--- src/rtl/elbeth_mux_arb.sv ---
// elbeth_mux_arb: registered NUM_CH-to-1 data selector with fixed-priority / round-robin arbitration
//   clk, rst            clock, asynchronous active-high reset
//   in_data/in_valid    packed channel words and per-channel requests
//   in_ready            one-hot (or zero) accept toward the granted channel
//   in_lock             hold the grant after this beat (only with ELBETH_MUX_ARB_LOCK_EN)
//   mode                0 = fixed priority (ch0 highest), 1 = round-robin
//   out_data/out_sel    registered winning word and its channel index
//   out_valid/out_ready output handshake
// Optional feature macro: ELBETH_MUX_ARB_LOCK_EN (burst lock on a channel).
module elbeth_mux_arb #(
  parameter int DATA_WIDTH = 32,
  parameter int NUM_CH     = 4,
  localparam int SEL_W     = $clog2(NUM_CH)
) (
  input  logic                         clk,
  input  logic                         rst,
  input  logic [NUM_CH*DATA_WIDTH-1:0] in_data,
  input  logic [NUM_CH-1:0]            in_valid,
  output logic [NUM_CH-1:0]            in_ready,
  input  logic [NUM_CH-1:0]            in_lock,
  input  logic                         mode,
  output logic [DATA_WIDTH-1:0]        out_data,
  output logic [SEL_W-1:0]             out_sel,
  output logic                         out_valid,
  input  logic                         out_ready
);
  logic [SEL_W-1:0]      ptr_q, ptr_d, sel_q, sel_d, g, fix_g, rr_g;
  logic [DATA_WIDTH-1:0] data_q, data_d;
  logic                  valid_q, valid_d, load, accept;
  // Descending scans so the last hit is the lowest index / first index from ptr.
  always_comb begin
    fix_g = '0;
    rr_g  = '0;
    for (int i = NUM_CH - 1; i >= 0; i--)
      if (in_valid[i]) fix_g = SEL_W'(i);
    for (int k = NUM_CH - 1; k >= 0; k--)
      if (in_valid[(int'(ptr_q) + k) % NUM_CH]) rr_g = SEL_W'((int'(ptr_q) + k) % NUM_CH);
  end
`ifdef ELBETH_MUX_ARB_LOCK_EN
  logic             lock_active_q, lock_active_d;
  logic [SEL_W-1:0] lock_ch_q, lock_ch_d;
  // A locked channel keeps the grant even while it is idle, stalling the others.
  assign g             = lock_active_q ? lock_ch_q : (mode ? rr_g : fix_g);
  assign lock_active_d = accept ? in_lock[g] : lock_active_q;
  assign lock_ch_d     = (accept && in_lock[g]) ? g : lock_ch_q;
  always_ff @(posedge clk or posedge rst) begin
    if (rst) begin
      lock_active_q <= 1'b0;
      lock_ch_q     <= '0;
    end else begin
      lock_active_q <= lock_active_d;
      lock_ch_q     <= lock_ch_d;
    end
  end
`else
  logic unused_lock;
  assign unused_lock = ^in_lock;
  assign g = mode ? rr_g : fix_g;
`endif
  assign load     = !valid_q | out_ready;
  assign in_ready = (!rst && load && in_valid[g]) ? NUM_CH'(1) << g : '0;
  assign accept   = |in_ready;
  assign valid_d  = load ? accept : valid_q;
  assign data_d   = accept ? in_data[g*DATA_WIDTH +: DATA_WIDTH] : data_q;
  assign sel_d    = accept ? g : sel_q;
  assign ptr_d    = accept ? ((g == SEL_W'(NUM_CH - 1)) ? '0 : g + 1'b1) : ptr_q;
  always_ff @(posedge clk or posedge rst) begin
    if (rst) begin
      valid_q <= 1'b0;
      data_q  <= '0;
      sel_q   <= '0;
      ptr_q   <= '0;
    end else begin
      valid_q <= valid_d;
      data_q  <= data_d;
      sel_q   <= sel_d;
      ptr_q   <= ptr_d;
    end
  end
  assign out_valid = valid_q;
  assign out_data  = data_q;
  assign out_sel   = sel_q;
endmodule

--- config.mk ---
export PLATFORM = sky130hd
export DESIGN_NAME = elbeth_mux_arb
export DESIGN_NICKNAME = d
export VERILOG_FILES = /design/src/rtl/elbeth_mux_arb.sv
export SDC_FILE = /design/constraint.sdc
export NUM_CORES = 1
export LEC_CHECK = 0
export BUFFER_PORTS_ARGS = -buffer_cell sky130_fd_sc_hd__buf_2
export CORE_MARGIN = 1
export CORE_UTILIZATION = 40
export CTS_CLUSTER_SIZE = 8
export DETAILED_ROUTE_END_ITERATION = 12
export PLACE_DENSITY = 0.78
export SLEW_MARGIN = 25
export SYNTH_ARGS = -nofsm -noshare
export SYNTH_HDL_FRONTEND = slang
export SYNTH_SLANG_ARGS = --single-unit
--- constraint.sdc ---
create_clock -name clk -period 3.27 [get_ports clk]
set_input_delay 0.4905 -clock clk [delete_from_list [all_inputs] [get_ports clk]]
set_output_delay 0.4905 -clock clk [all_outputs]
set_load 0.01 [all_outputs]
# ---- Yosys cells after proc, flatten, opt, wreduce, memory -nomap -nowiden
# Cells that the tools add are included.
dict set report word_totals {
  ff_bits 37
  out_inout_bits 39
}
dict set report classes {
  addsub 4
  magnitude_cmp 5
  eq_ne 1
  n_shift 2
  n_mux 24
  bitwise_logic 4
  reduce_logical 8
}
# operator count
set op_table {}
lappend op_table {{128-bit by 8-bit variable part select with 32-bit output} 1}
lappend op_table {{2-bit 2-to-1 mux} 10}
lappend op_table {{3-bit by 4-bit less-than comparator with 1-bit output (second input constant)} 3}
lappend op_table {{1-bit binary-select mux with 2-bit select} 5}
lappend op_table {{1-bit 2-to-1 mux} 8}
lappend op_table {{2-bit by 3-bit less-than comparator with 1-bit output (second input constant)} 2}
lappend op_table {{2-bit OR reduction} 3}
lappend op_table {{2-bit by 1-bit adder with 2-bit output (second input constant)} 2}
lappend op_table {{2-bit adder (second input constant)} 2}
lappend op_table {{4-bit 2-to-1 mux} 1}
lappend op_table {{4-bit OR reduction} 1}
lappend op_table {{1-bit by 2-bit << shifter with 4-bit output (first input constant)} 1}
lappend op_table {{1-bit bitwise AND (first input constant)} 3}
lappend op_table {{2-bit == test (second input constant)} 1}
lappend op_table {{1-bit logical AND} 2}
lappend op_table {{1-bit logical NOT} 2}
lappend op_table {{1-bit bitwise OR} 1}

# ---- Logic depth before layout (Yosys ltp)
# Gate-level depths: netlist (run 1).
dict set report depth {
  ltp_word 16
  ltp_mapped 15
  depth_no_buf 10
}

# ---- Worst setup path after synthesis (run 1)
# OpenSTA, ideal clock, no wires.
dict set report synth_timing {
  path_kind {input to register}
  start {input port in_valid[2]}
  end {register data_q[0], in the netlist out_data[0]}
  setup_ns 0.135
  arrival_time_ns 3.109
  required_time_ns 3.135
  path_slack_ns 0.025
  path_stages 13
  cell_sequence {nand2b_1 a211oi_2 a31o_1 buf_6 clkbuf_1 ha_1 nor4_1 or3_1 or3_1 clkbuf_1 clkbuf_1 a211oi_1 a221oi_2}
}
dict set report synth_via {
  elab_chain_cells 13
}
# item line_no
set synth_rtl {}
lappend synth_rtl {{from (decl)} 18} ;# input logic [NUM_CH-1:0] in_valid,
lappend synth_rtl {{1-bit binary-select mux with 2-bit select} 37} ;# if (in_valid[(int'(ptr_q) + k) % NUM_CH]) rr_g = SEL_W'((int'(ptr_q) + k) % NUM_CH);
lappend synth_rtl {{1-bit 2-to-1 mux (not written as such) (2 in series)} 37}
lappend synth_rtl {{2-bit 2-to-1 mux (4 in series)} 37}
lappend synth_rtl {{2-bit 2-to-1 mux (*)} 58} ;# assign g = mode ? rr_g : fix_g;
lappend synth_rtl {{net g[0]} 27} ;# logic [SEL_W-1:0] ptr_q, ptr_d, sel_q, sel_d, g, fix_g, rr_g;
lappend synth_rtl {{branches (longest 5 deep; another with 128-bit by 8-bit variable part select with 32-bit output)} n/a}
lappend synth_rtl {{to (signal assigned)} 75} ;# data_q <= data_d;
lappend synth_rtl {{to (decl)} 28} ;# logic [DATA_WIDTH-1:0] data_q, data_d;
# Mark *: on every way through the listed nets, which the timed path passes. The select of a mux whose other input is x is not followed.
# A chain may end at the register's enable or synchronous reset.

# ---- Final worst setup path (run 1)
dict set report layout_timing {
  start {register ptr_q[1]}
  end {output port in_ready[0]}
}
dict set report layout_via {
  elab_chain_cells 13
}
# item line_no
set layout_rtl {}
lappend layout_rtl {{from (decl)} 27}
lappend layout_rtl {{from (signal assigned)} 77} ;# ptr_q <= ptr_d;
lappend layout_rtl {{2-bit adder} 37}
lappend layout_rtl {{1-bit binary-select mux with 2-bit select} 37}
lappend layout_rtl {{1-bit 2-to-1 mux (not written as such) (2 in series)} 37}
lappend layout_rtl {{2-bit 2-to-1 mux (3 in series)} 37}
lappend layout_rtl {{2-bit 2-to-1 mux (*)} 37}
lappend layout_rtl {{2-bit 2-to-1 mux (*)} 58}
lappend layout_rtl {{1-bit binary-select mux with 2-bit select} 61} ;# assign in_ready = (!rst && load && in_valid[g]) ? NUM_CH'(1) << g : '0;
lappend layout_rtl {{1-bit 2-to-1 mux (not written as such)} 61}
lappend layout_rtl {{1-bit logical AND} 61}
lappend layout_rtl {{4-bit 2-to-1 mux (*)} 61}
lappend layout_rtl {{to (decl)} 19} ;# output logic [NUM_CH-1:0] in_ready,
# Every way passes the cells marked *; elsewhere a longest branch is shown, timed or not. The select of a mux whose other input is x is not followed.

==> results of run 1 <==
[critical path: stages (launching register included)]
cell,delay [ns]
sky130_fd_sc_hd__dfrtp_1,0.45
sky130_fd_sc_hd__mux2i_1,0.14
sky130_fd_sc_hd__or2_1,0.23
sky130_fd_sc_hd__buf_4,0.26
sky130_fd_sc_hd__a41o_1,0.35
sky130_fd_sc_hd__a211oi_1,0.41
sky130_fd_sc_hd__and2_1,0.20
sky130_fd_sc_hd__buf_2,0.13
[sequential cells by signal, summed over array words and instances, names as in the netlist]
register,count
ptr_q,2
out_data,32
out_sel,2
out_valid,1
[layout by cell type, fill, tap and decap left out, types with 2 or more instances in the layout]
| cell | instances |
|---|---|
| sky130_fd_sc_hd__mux2i_1 | 33 |
| sky130_fd_sc_hd__buf_2 | 174 |
| sky130_fd_sc_hd__ha_1 | 4 |
| sky130_fd_sc_hd__a221oi_1 | 2 |
| sky130_fd_sc_hd__inv_1 | 67 |
| sky130_fd_sc_hd__and2_1 | 5 |
| sky130_fd_sc_hd__dfrtp_1 | 37 |
| sky130_fd_sc_hd__clkbuf_8 | 7 |
| sky130_fd_sc_hd__mux2_2 | 3 |
| sky130_fd_sc_hd__or3_1 | 2 |
| sky130_fd_sc_hd__a311oi_1 | 33 |
| sky130_fd_sc_hd__buf_4 | 13 |
| sky130_fd_sc_hd__nor2b_1 | 2 |
| sky130_fd_sc_hd__a211oi_1 | 33 |
| sky130_fd_sc_hd__a221oi_2 | 30 |
| sky130_fd_sc_hd__buf_12 | 2 |
| sky130_fd_sc_hd__nand2_1 | 2 |
| sky130_fd_sc_hd__nand2b_1 | 3 |
[logic make-up after synthesis]
| group | Yosys count | synth area share (%) |
|---|---|---|
| simple gates | 19 | 3.93 |
| buf+inv | 100 | 15.1 |
| mux | 36 | 12.2 |
| fa+ha+maj | 4 | 1.67 |
| flops | 37 | 30.9 |
| compound gates | 108 | 36.2 |
[per-stage QoR]
| stage | util [%] | hold WS [ns] | total power (W) | area (um^2) | worst slack [ns] |
|---|---|---|---|---|---|
| 6_report | 55.9 | 0.318 | 0.00258 | 4050 | 0.330 |
| 3_5_place_dp | 54.5 | 0.502 | 0.00224 | 3950 | 0.137 |
| 3_3_place_gp | 54.5 | 0.485 | 0.00219 | 3950 | 0.180 |
| 2_1_floorplan | - | 0.526 | 0.00178 | 2990 | 0.0254 |
| 4_1_cts | 55.9 | 0.349 | 0.00260 | 4050 | 0.359 |
| 5_1_grt | 55.9 | 0.374 | 0.00277 | 4050 | 0.193 |
[worst max path at each step]
stage | cells past startpoint | endpoint | start
after floorplan | 13 | out_data[0] | in_valid[2]
after global placement | 11 | out_data[24] | in_valid[2]
after detailed placement | 11 | out_data[24] | in_valid[2]
after CTS | 7 | in_ready[0] | ptr_q[1]
after global routing | 11 | out_data[25] | ptr_q[1]
final | 7 | in_ready[0] | ptr_q[1]
[per-layer routing]
metal / vias up / routed length (um) / track usage [%]
met5: - / 0 / 0
met4: 0 / 118 / 8.36
met3: 10 / 537 / 3.45
met2: 139 / 4660 / 41.6
met1: 1443 / 3460 / 25.4
li1: 1477 / - / -
[layout make-up]
cell class | count | area, um^2
flip-flops and latches | 37 | 926
clock inverters | 1 | 5.00
fillers | 673 | 3200
inverters | 68 | 260
repair buffers | 189 | 1010
multi-input cells | 167 | 1630
well taps | 99 | 124
clock buffers | 7 | 96.3
[power by group through the flow]
stage | registers [W] | clock network, W | logic, W
floorplan | 0.000890 | 0 | 0.000886
global placement | 0.000788 | 0 | 0.00140
detailed placement | 0.000796 | 0 | 0.00144
CTS | 0.000789 | 0.000366 | 0.00144
global route | 0.000812 | 0.000386 | 0.00157
finish | 0.000789 | 0.000357 | 0.00144
==> impl_metrics.sql, run 1 <==
INSERT INTO impl_metrics (metric_group, metric, value, unit) VALUES
('cts', 'htree_levels', '2', ''),
('sta', 'slew_viol_final', '0', ''),
('setup_path', 'reg2reg_from', 'ptr_q[1]', ''),
('cts', 'cts-root-to-sink-buffers', '2', ''),
('layout', 'drive_above_1_share', '49.9', '%'),
('cts', 'post_cts_hold_buffer_count', '0', ''),
('sta', 'layout_min_cycle_time', '2.94', 'ns'),
('synthesis', 'share_of_flip_flops_with_an_asynchronous_set_or_reset_after_synthesis', '100', '%'),
('power', 'comb_power_share', '55.6', '%'),
('setup_path', 'worstPathMaxFanout', '33', ''),
('synthesis', 'cells_after_synth', '304', ''),
('placement', 'global_placer_s_final_weighted_congestion', '0.825', ''),
('die', 'pin_count', '179', ''),
('synthesis', 'synth_common_cells', 'sky130_fd_sc_hd__inv_1, sky130_fd_sc_hd__dfrtp_1, sky130_fd_sc_hd__a211oi_1, sky130_fd_sc_hd__a311oi_1, sky130_fd_sc_hd__mux2i_1', ''),
('sta', 'min_period_over_period', '89.9', '%'),
('synthesis', 'post_synth_instance_area', '2990', 'um^2'),
('power', 'p_leak', '2.16', 'nW'),
('sta', 'setup_violations', '0', ''),
('synthesis', 'yosys_warnings', '0', ''),
('synthesis', 'yosys-top-cells-area', 'sky130_fd_sc_hd__dfrtp_1, sky130_fd_sc_hd__a221oi_2, sky130_fd_sc_hd__mux2i_1', ''),
('die', 'core_area', '7250', 'um^2'),
('power', 'worst_supply_voltage_drop_on_vdd', '0.324', 'mV'),
('cts', 'tritoncts_clock_tree', 'built', ''),
('cts', 'ctsResizeCount', '0', ''),
('synthesis', 'yosys.area.top_type_share', '30.9', '%'),
('hold_path', 'hold_path_class', 'primary input to async pin', ''),
('cts', 'cts.clk_slew.worst_paths', '0.08', 'ns'),
('cts', 'postCtsSetupBuffers', '0', ''),
('setup_path', 'critical_path_class', 'flip-flop to output port', ''),
('grt', 'antenna_violations_before_repair', '0', ''),
('placement', 'dp.final_hpwl', '6500', 'um'),
('setup_path', 'r2r.worst_path.cells', '11', ''),
('sta', 'worst_clock_skew', '0.00365', 'ns'),
('power', 'power_density', '637', 'nW/um^2'),
('layout', 'number_of_non_filler_instances_in_the_completed_layout', '568', ''),
('power', 'sequentialPowerShare', '30.6', '%'),
('cts', 'cts_made_buffers', '5', ''),
('cts', 'ctsRootBufferMaster', 'sky130_fd_sc_hd__clkbuf_8', ''),
('sta', 'rsz_0062_raised_after_global_routing', 'false', ''),
('synthesis', 'yosysMostFrequentCell', 'sky130_fd_sc_hd__inv_1', ''),
('route', 'ant_nets', '0', ''),
('setup_path', 'critPathCaptureType', 'output port', ''),
('sta', 'setup-tns-final', '0', 'ns'),
('sta', 'slew-limit-headroom', '55.6', '%'),
('route', 'drt_drc_violations_left', '0', ''),
('layout', 'flow.area_growth_from_synthesis', '35.3', '%'),
('die', 'dieArea', '7830', 'um^2'),
('sta', 'report.final.hold_viol_count', '0', ''),
('route', 'drt-initial-drc-count', '123', ''),
('route', 'vias_per_inst', '5.40', ''),
('setup_path', 'critical_path.startpoint_type', 'flip-flop', ''),
('layout', 'antenna-diode-count', '0', ''),
('cts', 'clkSinkCount', '37', ''),
('setup_path', 'worstPathRequired', '2.78', 'ns'),
('grt', 'global_route.overflow_total', '0', ''),
('sta', 'worst_pin_slew', '0.666', 'ns'),
('synthesis', 'synth_nets', '448', ''),
('die', 'initial_utilization', '41.3', '%'),
('status', 'run_status', 'finished, final reports clean', ''),
('power', 'power.net_switching', '0.00105', 'W'),
('die', 'chipWidth', '88.5', 'um'),
('synthesis', 'yosys_most_used_dff', 'sky130_fd_sc_hd__dfrtp_1', ''),
('route', 'via_count', '3069', ''),
('setup_path', 'worstReg2RegEnd', 'out_data[12]', ''),
('placement', 'dp.cells', '560', ''),
('synthesis', 'synth_seq_cells', '37', ''),
('setup_path', 'reg2reg_slack', '0.36', 'ns'),
('synthesis', 'ys_types', '32', ''),
('cts', 'skew_pair_late_insertion_delay', '0.28', 'ns'),
('power', 'p_clk_share', '13.8', '%'),
('sta', 'fmax', '340', 'MHz');
(Power assumes the default switching activity.)
==> run 2, diff against run 1 <==
--- a/config.mk
+++ b/config.mk
@@ -11,6 +11,7 @@
 export CTS_CLUSTER_SIZE = 8
 export DETAILED_ROUTE_END_ITERATION = 12
 export PLACE_DENSITY = 0.78
+export REMOVE_ABC_BUFFERS = 1
 export SLEW_MARGIN = 25
 export SYNTH_ARGS = -nofsm -noshare
 export SYNTH_HDL_FRONTEND = slang
==> run 2 against run 1 <==
  * Hold slack improved by 0.0016 ns
  * Clock-buffer cell count did not move
  * Combinational power barely moved
  * Design area fell by 0.19%
  * Non-clock buffer count rose by 1
  * First-iteration DRC count fell by 47%
  * Sequential share of layout area barely moved
  * Setup slack improved by 0.052 ns
  * Critical path type unchanged
  * Highest routed layer unchanged
==> impl_metrics.sql, run 2 (synthesis results as in run 1) <==
INSERT INTO impl_metrics (metric_group, metric, value, unit) VALUES
('power', 'power_density', '632', 'nW/um^2'),
('sta', 'min_period_over_period', '88.3', '%'),
('cts', 'skew_pair_late_insertion_delay', '0.28', 'ns'),
('layout', 'nFillCells', '658', ''),
('placement', 'pre_cts_ws', '0.278', 'ns'),
('route', 'drt_pass1_iterations', '4', ''),
('grt', 'grt_start_max_net_pins', '38', ''),
('route', 'ant_nets', '0', ''),
('power', 'comb_power_share', '56.2', '%'),
('route', 'routed_wl', '8680', 'um'),
('setup_path', 'critPathTopFamily', 'compound AO/OA/AOI/OAI gates', ''),
('layout', 'drive_above_1_share', '49.9', '%'),
('placement', 'dp.cells', '561', ''),
('sta', 'slew-limit-headroom', '67.0', '%'),
('power', 'sequentialPowerShare', '31.0', '%'),
('setup_path', 'cp.buffers_inverters', '2', ''),
('setup_path', 'r2r.worst_path.cells', '11', ''),
('power', 'p_leak', '2.16', 'nW'),
('route', 'wire_per_inst', '15.3', 'um'),
('grt', 'antenna_violations_before_repair', '0', ''),
('cts', 'postCtsSetupBuffers', '0', ''),
('grt', 'global_route.overflow_total', '0', ''),
('sta', 'report.final.hold_viol_count', '0', ''),
('grt', 'wire_length_of_the_first_global_routing_pass', '13100', 'um'),
('grt', 'number_of_global_route_vias_before_repair', '2884', ''),
('die', 'core_area', '7250', 'um^2'),
('sta', 'setup_slack', '0.382', 'ns'),
('setup_path', 'reg2reg_from', 'ptr_q[1]', ''),
('setup_path', 'worstReg2RegEnd', 'out_data[3]', ''),
('die', 'pin_count', '179', ''),
('route', 'via_count', '3026', ''),
('route', 'drt_drc_violations_left', '0', ''),
('die', 'initial_utilization', '41.3', '%'),
('layout', 'flow.area_growth_from_synthesis', '35.1', '%'),
('setup_path', 'worstPathRequired', '2.78', 'ns'),
('placement', 'global_placer_s_final_weighted_congestion', '0.856', ''),
('sta', 'worst_clock_skew', '0.00463', 'ns'),
('layout', 'largest_register_ffs', '32', ''),
('sta', 'worst_pin_slew', '0.495', 'ns'),
('layout', 'final_cell_mix', 'sky130_fd_sc_hd__buf_2, sky130_fd_sc_hd__inv_1, sky130_fd_sc_hd__dfrtp_1', ''),
('route', 'vias_per_inst', '5.33', ''),
('grt', 'grt_use_total', '21.7', '%'),
('setup_path', 'crit_path_max_incr_delay', '0.44', 'ns'),
('cts', 'tritoncts_clock_tree', 'built', ''),
('placement', 'dp.final_hpwl', '6320', 'um'),
('setup_path', 'critPathCaptureType', 'output port', ''),
('sta', 'layout_min_cycle_time', '2.89', 'ns'),
('power', 'power.net_switching', '0.00104', 'W'),
('cts', 'clkSinkCount', '37', ''),
('sta', 'rsz_0062_raised_after_global_routing', 'false', ''),
('power', 'worst_supply_voltage_drop_on_vdd', '0.462', 'mV'),
('cts', 'htree_levels', '2', ''),
('layout', 'layout.cells.most_common', 'sky130_fd_sc_hd__buf_2', ''),
('sta', 'slew_viol_final', '0', ''),
('run', 'cap_violations', '0', ''),
('setup_path', 'cp.depth', '7', ''),
('sta', 'fmax', '346', 'MHz'),
('setup_path', 'cp_cell_sequence', 'mux2i_1, or2_1, buf_4, a41o_1, a211oi_1, and2_1, buf_2', ''),
('die', 'chipHeight', '88.5', 'um'),
('placement', 'placement.io_buffers', '174', ''),
('cts', 'cts.clk_slew.worst_paths', '0.07', 'ns'),
('setup_path', 'critical_path.startpoint_type', 'flip-flop', ''),
('die', 'fp-row-count', '31', ''),
('setup_path', 'critical_path_class', 'flip-flop to output port', ''),
('cts', 'ctsResizeCount', '0', ''),
('die', 'chipWidth', '88.5', 'um'),
('cts', 'cts-root-to-sink-buffers', '2', ''),
('sta', 'setup_violations', '0', ''),
('cts', 'ctsRootBufferMaster', 'sky130_fd_sc_hd__clkbuf_8', ''),
('setup_path', 'critical_path_data_arrival_time', '2.40', 'ns'),
('die', 'dieArea', '7830', 'um^2'),
('setup_path', 'startpoint', 'ptr_q[1]', ''),
('layout', 'nets', '613', ''),
('setup_path', 'end_point_of_the_critical_path', 'in_ready[2]', ''),
('status', 'run_status', 'finished, final reports clean', ''),
('route', 'drt-initial-drc-count', '65', ''),
('cts', 'post_cts_hold_buffer_count', '0', ''),
('setup_path', 'reg2reg_slack', '0.47', 'ns'),
('cts', 'cts_made_buffers', '5', ''),
('power', 'p_clk_share', '12.7', '%'),
('setup_path', 'cpMaxStageDelayCell', 'sky130_fd_sc_hd__dfrtp_1', ''),
('layout', 'antenna-diode-count', '0', ''),
('power', 'p_int', '0.00151', 'W'),
('hold_path', 'hold_path_class', 'primary input to async pin', ''),
('power', 'totalPowerFinal', '0.00255', 'W'),
('power', 'p_sw_share', '40.9', '%'),
('setup_path', 'worstPathMaxFanout', '33', ''),
('layout', 'number_of_non_filler_instances_in_the_completed_layout', '568', '');
## run 2: worst reg2reg max path, stage by stage (launching register included)
cell                       delay, ns
sky130_fd_sc_hd__dfrtp_1        0.44
sky130_fd_sc_hd__mux2i_1        0.14
sky130_fd_sc_hd__or2_1          0.23
sky130_fd_sc_hd__a31o_2         0.31
sky130_fd_sc_hd__inv_6          0.08
sky130_fd_sc_hd__ha_1           0.17
sky130_fd_sc_hd__nor4_1         0.05
sky130_fd_sc_hd__or3_1          0.32
sky130_fd_sc_hd__or3_1          0.42
sky130_fd_sc_hd__buf_12         0.20
sky130_fd_sc_hd__a211oi_1       0.26
sky130_fd_sc_hd__a221oi_2       0.06
## run 2: layer usage
layer | global-route usage (%) | share of wire [%]
met1 | 23.9 | 42
met2 | 41.7 | 51
met3 | 3.82 | 5.7
met4 | 7.04 | 1.5
met5 | 0 | 0
## run 2: power groups by stage
stage,logic (W),registers [W],clock network [W]
2_1_floorplan,0.000799,0.000891,0
3_3_place_gp,0.00141,0.000795,0
3_5_place_dp,0.00145,0.000798,0
4_1_cts,0.00145,0.000793,0.000335
5_1_grt,0.00157,0.000817,0.000354
6_report,0.00144,0.000792,0.000325
## run 2: final cells by class
type / instances / area (um^2) / share of cell area, %
inverter: 68 / 260 / 6.44
timing repair buffer: 190 / 1020 / 25.1
tap: 99 / 124 / 3.06
clock buffer: 7 / 86.3 / 2.13
multi-input combinational: 167 / 1630 / 40.3
sequential: 37 / 926 / 22.9
## run 2: through the flow
step / setup TNS (ns) / hold slack (ns) / cell area, um^2 / utilization, %
2_1_floorplan: -73.58 / 0.526 / 2800 / -
5_1_grt: 0 / 0.370 / 4040 / 55.8
4_1_cts: 0 / 0.337 / 4040 / 55.8
6_report: 0 / 0.320 / 4040 / 55.8
3_3_place_gp: 0 / 0.490 / 3960 / 54.6
3_5_place_dp: 0 / 0.488 / 3960 / 54.6
## run 2: worst min-delay path by stage
| stage | slack (ns) | from | to |
|---|---|---|---|
| 3_3_place_gp | 0.49 | out_sel[0] | out_sel[0] |
| 3_5_place_dp | 0.49 | out_sel[0] | out_sel[0] |
| 4_1_cts | 0.34 | rst | out_valid |
| 2_1_floorplan | 0.53 | ptr_q[0] | ptr_q[0] |
| 5_1_grt | 0.37 | rst | out_valid |
| 6_report | 0.32 | rst | out_valid |
==> run 3, diff against run 2 <==
--- a/config.mk
+++ b/config.mk
@@ -7,10 +7,10 @@
 export LEC_CHECK = 0
 export BUFFER_PORTS_ARGS = -buffer_cell sky130_fd_sc_hd__buf_2
 export CORE_MARGIN = 1
-export CORE_UTILIZATION = 40
+export CORE_UTILIZATION = 48
 export CTS_CLUSTER_SIZE = 8
 export DETAILED_ROUTE_END_ITERATION = 12
-export PLACE_DENSITY = 0.78
+export PLACE_DENSITY = 0.87
 export REMOVE_ABC_BUFFERS = 1
 export SLEW_MARGIN = 25
 export SYNTH_ARGS = -nofsm -noshare
==> constraint.sdc (replaced) <==
create_clock -name clk -period 3.5 [get_ports clk]
set_input_delay 0.525 -clock clk [delete_from_list [all_inputs] [get_ports clk]]
set_output_delay 0.525 -clock clk [all_outputs]
set_load 0.01 [all_outputs]
==> run 3 against run 2 <==
  * Setup slack better by 0.14 ns
  * Largest cell class unchanged
  * Sequential share of layout area is 0.48 points higher
  * Sequential power down 6.7%
  * Design area down 2.0%
  * Die area down 16%
  * Largest power group unchanged
  * First-iteration DRC count grew to 2.6 times the previous value
  * Clock skew grew 0.0017 ns
  * Via count up 1.5%
==> impl_metrics.sql, run 3 (synthesis results as in run 1) <==
INSERT INTO impl_metrics (metric_group, metric, value, unit) VALUES
('sta', 'fmax', '336', 'MHz'),
('power', 'p_clk_share', '11.9', '%'),
('sta', 'rsz_0062_raised_after_global_routing', 'false', ''),
('route', 'drt_drc_violations_left', '0', ''),
('sta', 'slew_viol_final', '0', ''),
('setup_path', 'worstPathMaxFanout', '17', ''),
('die', 'chipWidth', '81.0', 'um'),
('layout', 'final_cell_mix', 'sky130_fd_sc_hd__buf_2, sky130_fd_sc_hd__inv_1, sky130_fd_sc_hd__dfrtp_1', ''),
('layout', 'flow.area_growth_from_synthesis', '32.3', '%'),
('setup_path', 'reg2reg_from', 'ptr_q[1]', ''),
('cts', 'tritoncts_clock_tree', 'built', ''),
('setup_path', 'cp.buffers_inverters', '2', ''),
('grt', 'global_route.overflow_total', '0', ''),
('layout', 'largest_register_ffs', '32', ''),
('setup_path', 'cp_cell_sequence', 'mux2i_1, or2_1, a31o_1, inv_6, ha_1, nor4_1, or3_1, or3_1, buf_4, a211oi_1, a221oi_2', ''),
('route', 'ant_nets', '0', ''),
('setup_path', 'critical-path-top-cell-by-count', 'sky130_fd_sc_hd__or3_1', ''),
('route', 'met2RoutedLength', '4470', 'um'),
('die', 'fp-row-count', '28', ''),
('cts', 'cts.clk_slew.worst_paths', '0.07', 'ns'),
('cts', 'skew_pair_late_insertion_delay', '0.28', 'ns'),
('grt', 'number_of_global_route_vias_before_repair', '2991', ''),
('placement', 'global_placer_s_final_weighted_congestion', '0.895', ''),
('route', 'drt_pass1_iterations', '4', ''),
('setup_path', 'critical_path.startpoint_type', 'flip-flop', ''),
('cts', 'cts-root-to-sink-buffers', '2', ''),
('power', 'power_density', '590', 'nW/um^2'),
('power', 'worst_supply_voltage_drop_on_vdd', '0.333', 'mV'),
('setup_path', 'r2r.worst_path.cells', '11', ''),
('sta', 'min_period_over_period', '85.1', '%'),
('power', 'comb_power_share', '56.5', '%'),
('setup_path', 'critPathCaptureType', 'flip-flop', ''),
('sta', 'worst_clock_skew', '0.00630', 'ns'),
('cts', 'ctsResizeCount', '0', ''),
('setup_path', 'critPathTopFamily', 'simple AND/OR/NAND/NOR gates', ''),
('placement', 'dp.final_hpwl', '6320', 'um'),
('sta', 'report.final.hold_viol_count', '0', ''),
('cts', 'ctsRootBufferMaster', 'sky130_fd_sc_hd__clkbuf_8', ''),
('setup_path', 'cpMaxStageDelayCell', 'sky130_fd_sc_hd__dfrtp_1', ''),
('run', 'cap_violations', '0', ''),
('route', 'wl_met1', '3500', 'um'),
('placement', 'placement.io_buffers', '174', ''),
('power', 'power.net_switching', '0.000974', 'W'),
('power', 'p_sw_share', '41.7', '%'),
('route', 'wire_per_inst', '16.1', 'um'),
('setup_path', 'worstPathRequired', '3.65', 'ns'),
('setup_path', 'reg2reg_slack', '0.52', 'ns'),
('layout', 'nFillCells', '503', ''),
('setup_path', 'crit_path_max_incr_delay', '0.45', 'ns'),
('route', 'via_count', '3071', ''),
('placement', 'placed_area', '3890', 'um^2'),
('power', 'p_int', '0.00136', 'W'),
('setup_path', 'critical_path_class', 'flip-flop to flip-flop', ''),
('cts', 'post_cts_hold_buffer_count', '0', ''),
('cts', 'htree_levels', '2', ''),
('sta', 'setup_violations', '0', ''),
('cts', 'postCtsSetupBuffers', '0', ''),
('setup_path', 'critical_path_data_arrival_time', '3.13', 'ns'),
('die', 'initial_utilization', '50.3', '%'),
('grt', 'grt_use_total', '26.9', '%'),
('route', 'routed_wl', '8700', 'um'),
('route', 'top_layer_used', 'met4', ''),
('grt', 'antenna_violations_before_repair', '0', ''),
('route', 'drt-initial-drc-count', '172', ''),
('layout', 'nets', '611', ''),
('layout', 'drive_above_1_share', '49.6', '%'),
('cts', 'clkSinkCount', '37', ''),
('layout', 'layout.cells.most_common', 'sky130_fd_sc_hd__buf_2', ''),
('die', 'chipHeight', '81.0', 'um'),
('hold_path', 'hold_path_class', 'primary input to async pin', ''),
('layout', 'final_core_density', '66.5', '%'),
('layout', 'antenna-diode-count', '0', ''),
('status', 'run_status', 'finished, final reports clean', ''),
('sta', 'layout_min_cycle_time', '2.98', 'ns'),
('sta', 'worst_pin_slew', '0.572', 'ns'),
('power', 'sequentialPowerShare', '31.6', '%'),
('setup_path', 'cp.depth', '11', ''),
('die', 'core_area', '5960', 'um^2'),
('route', 'vias_per_inst', '5.68', ''),
('route', 'met3RoutedLength', '555', 'um'),
('setup_path', 'worstReg2RegEnd', 'out_data[23]', ''),
('power', 'p_leak', '2.13', 'nW'),
('grt', 'wire_length_of_the_first_global_routing_pass', '13500', 'um'),
('die', 'dieArea', '6560', 'um^2'),
('sta', 'slew-limit-headroom', '61.9', '%'),
('layout', 'final_design_area_no_fill', '3960', 'um^2'),
('cts', 'cts_made_buffers', '5', ''),
('die', 'pin_count', '179', ''),
('grt', 'grt_start_max_net_pins', '38', '');
-- run 3: layout make-up --
class	count	area, um^2	share of cell area (%)
Multi-Input combinational cell	167	1630	41.2
Timing Repair Buffer	188	976	24.6
Sequential cell	37	926	23.4
Inverter	68	260	6.57
Tap cell	75	93.8	2.37
Clock buffer	5	68.8	1.74
Clock inverter	1	5.00	0.126
-- run 3: through the flow --
stage	setup TNS, ns	setup WS (ns)	instances	total power [W]	hold WS [ns]
after floorplan	-65.70	-1.93	272	0.00158	0.526
after global placement	0	0.298	535	0.00202	0.488
after detailed placement	0	0.254	535	0.00207	0.495
after CTS	0	0.546	541	0.00235	0.388
after global routing	0	0.349	541	0.00250	0.414
final	0	0.520	541	0.00234	0.373
-- run 3: worst max path at each step --
stage,from,end
floorplan,in_valid[2],out_data[25]
global placement,in_valid[2],out_data[23]
detailed placement,in_valid[2],out_data[23]
CTS,ptr_q[1],out_data[23]
global route,ptr_q[1],out_data[23]
finish,ptr_q[1],out_data[23]
-- run 3: worst reg2reg max path: stages (launching register included) --
cell and delay [ns]:
sky130_fd_sc_hd__dfrtp_1 0.45, sky130_fd_sc_hd__mux2i_1 0.14, sky130_fd_sc_hd__or2_1 0.23, sky130_fd_sc_hd__a31o_1 0.34
sky130_fd_sc_hd__inv_6 0.10, sky130_fd_sc_hd__ha_1 0.16, sky130_fd_sc_hd__nor4_1 0.06, sky130_fd_sc_hd__or3_1 0.39
sky130_fd_sc_hd__or3_1 0.41, sky130_fd_sc_hd__buf_4 0.21, sky130_fd_sc_hd__a211oi_1 0.31, sky130_fd_sc_hd__a221oi_2 0.05
-- run 3: per-layer routing --
layer	up-vias	GRT usage, %
met5	-	0
met4	0	11.3
met3	18	5.17
met2	137	48.7
met1	1451	30.5
li1	1465	-
-- run 3: power groups by stage --
stage                     registers (W)  logic, W  clock network, W
after global placement         0.000736   0.00129                 0
after detailed placement       0.000746   0.00133                 0
after global routing           0.000761   0.00143          0.000305
after floorplan                0.000832  0.000747                 0
final                          0.000739   0.00132          0.000278
after CTS                      0.000738   0.00133          0.000287
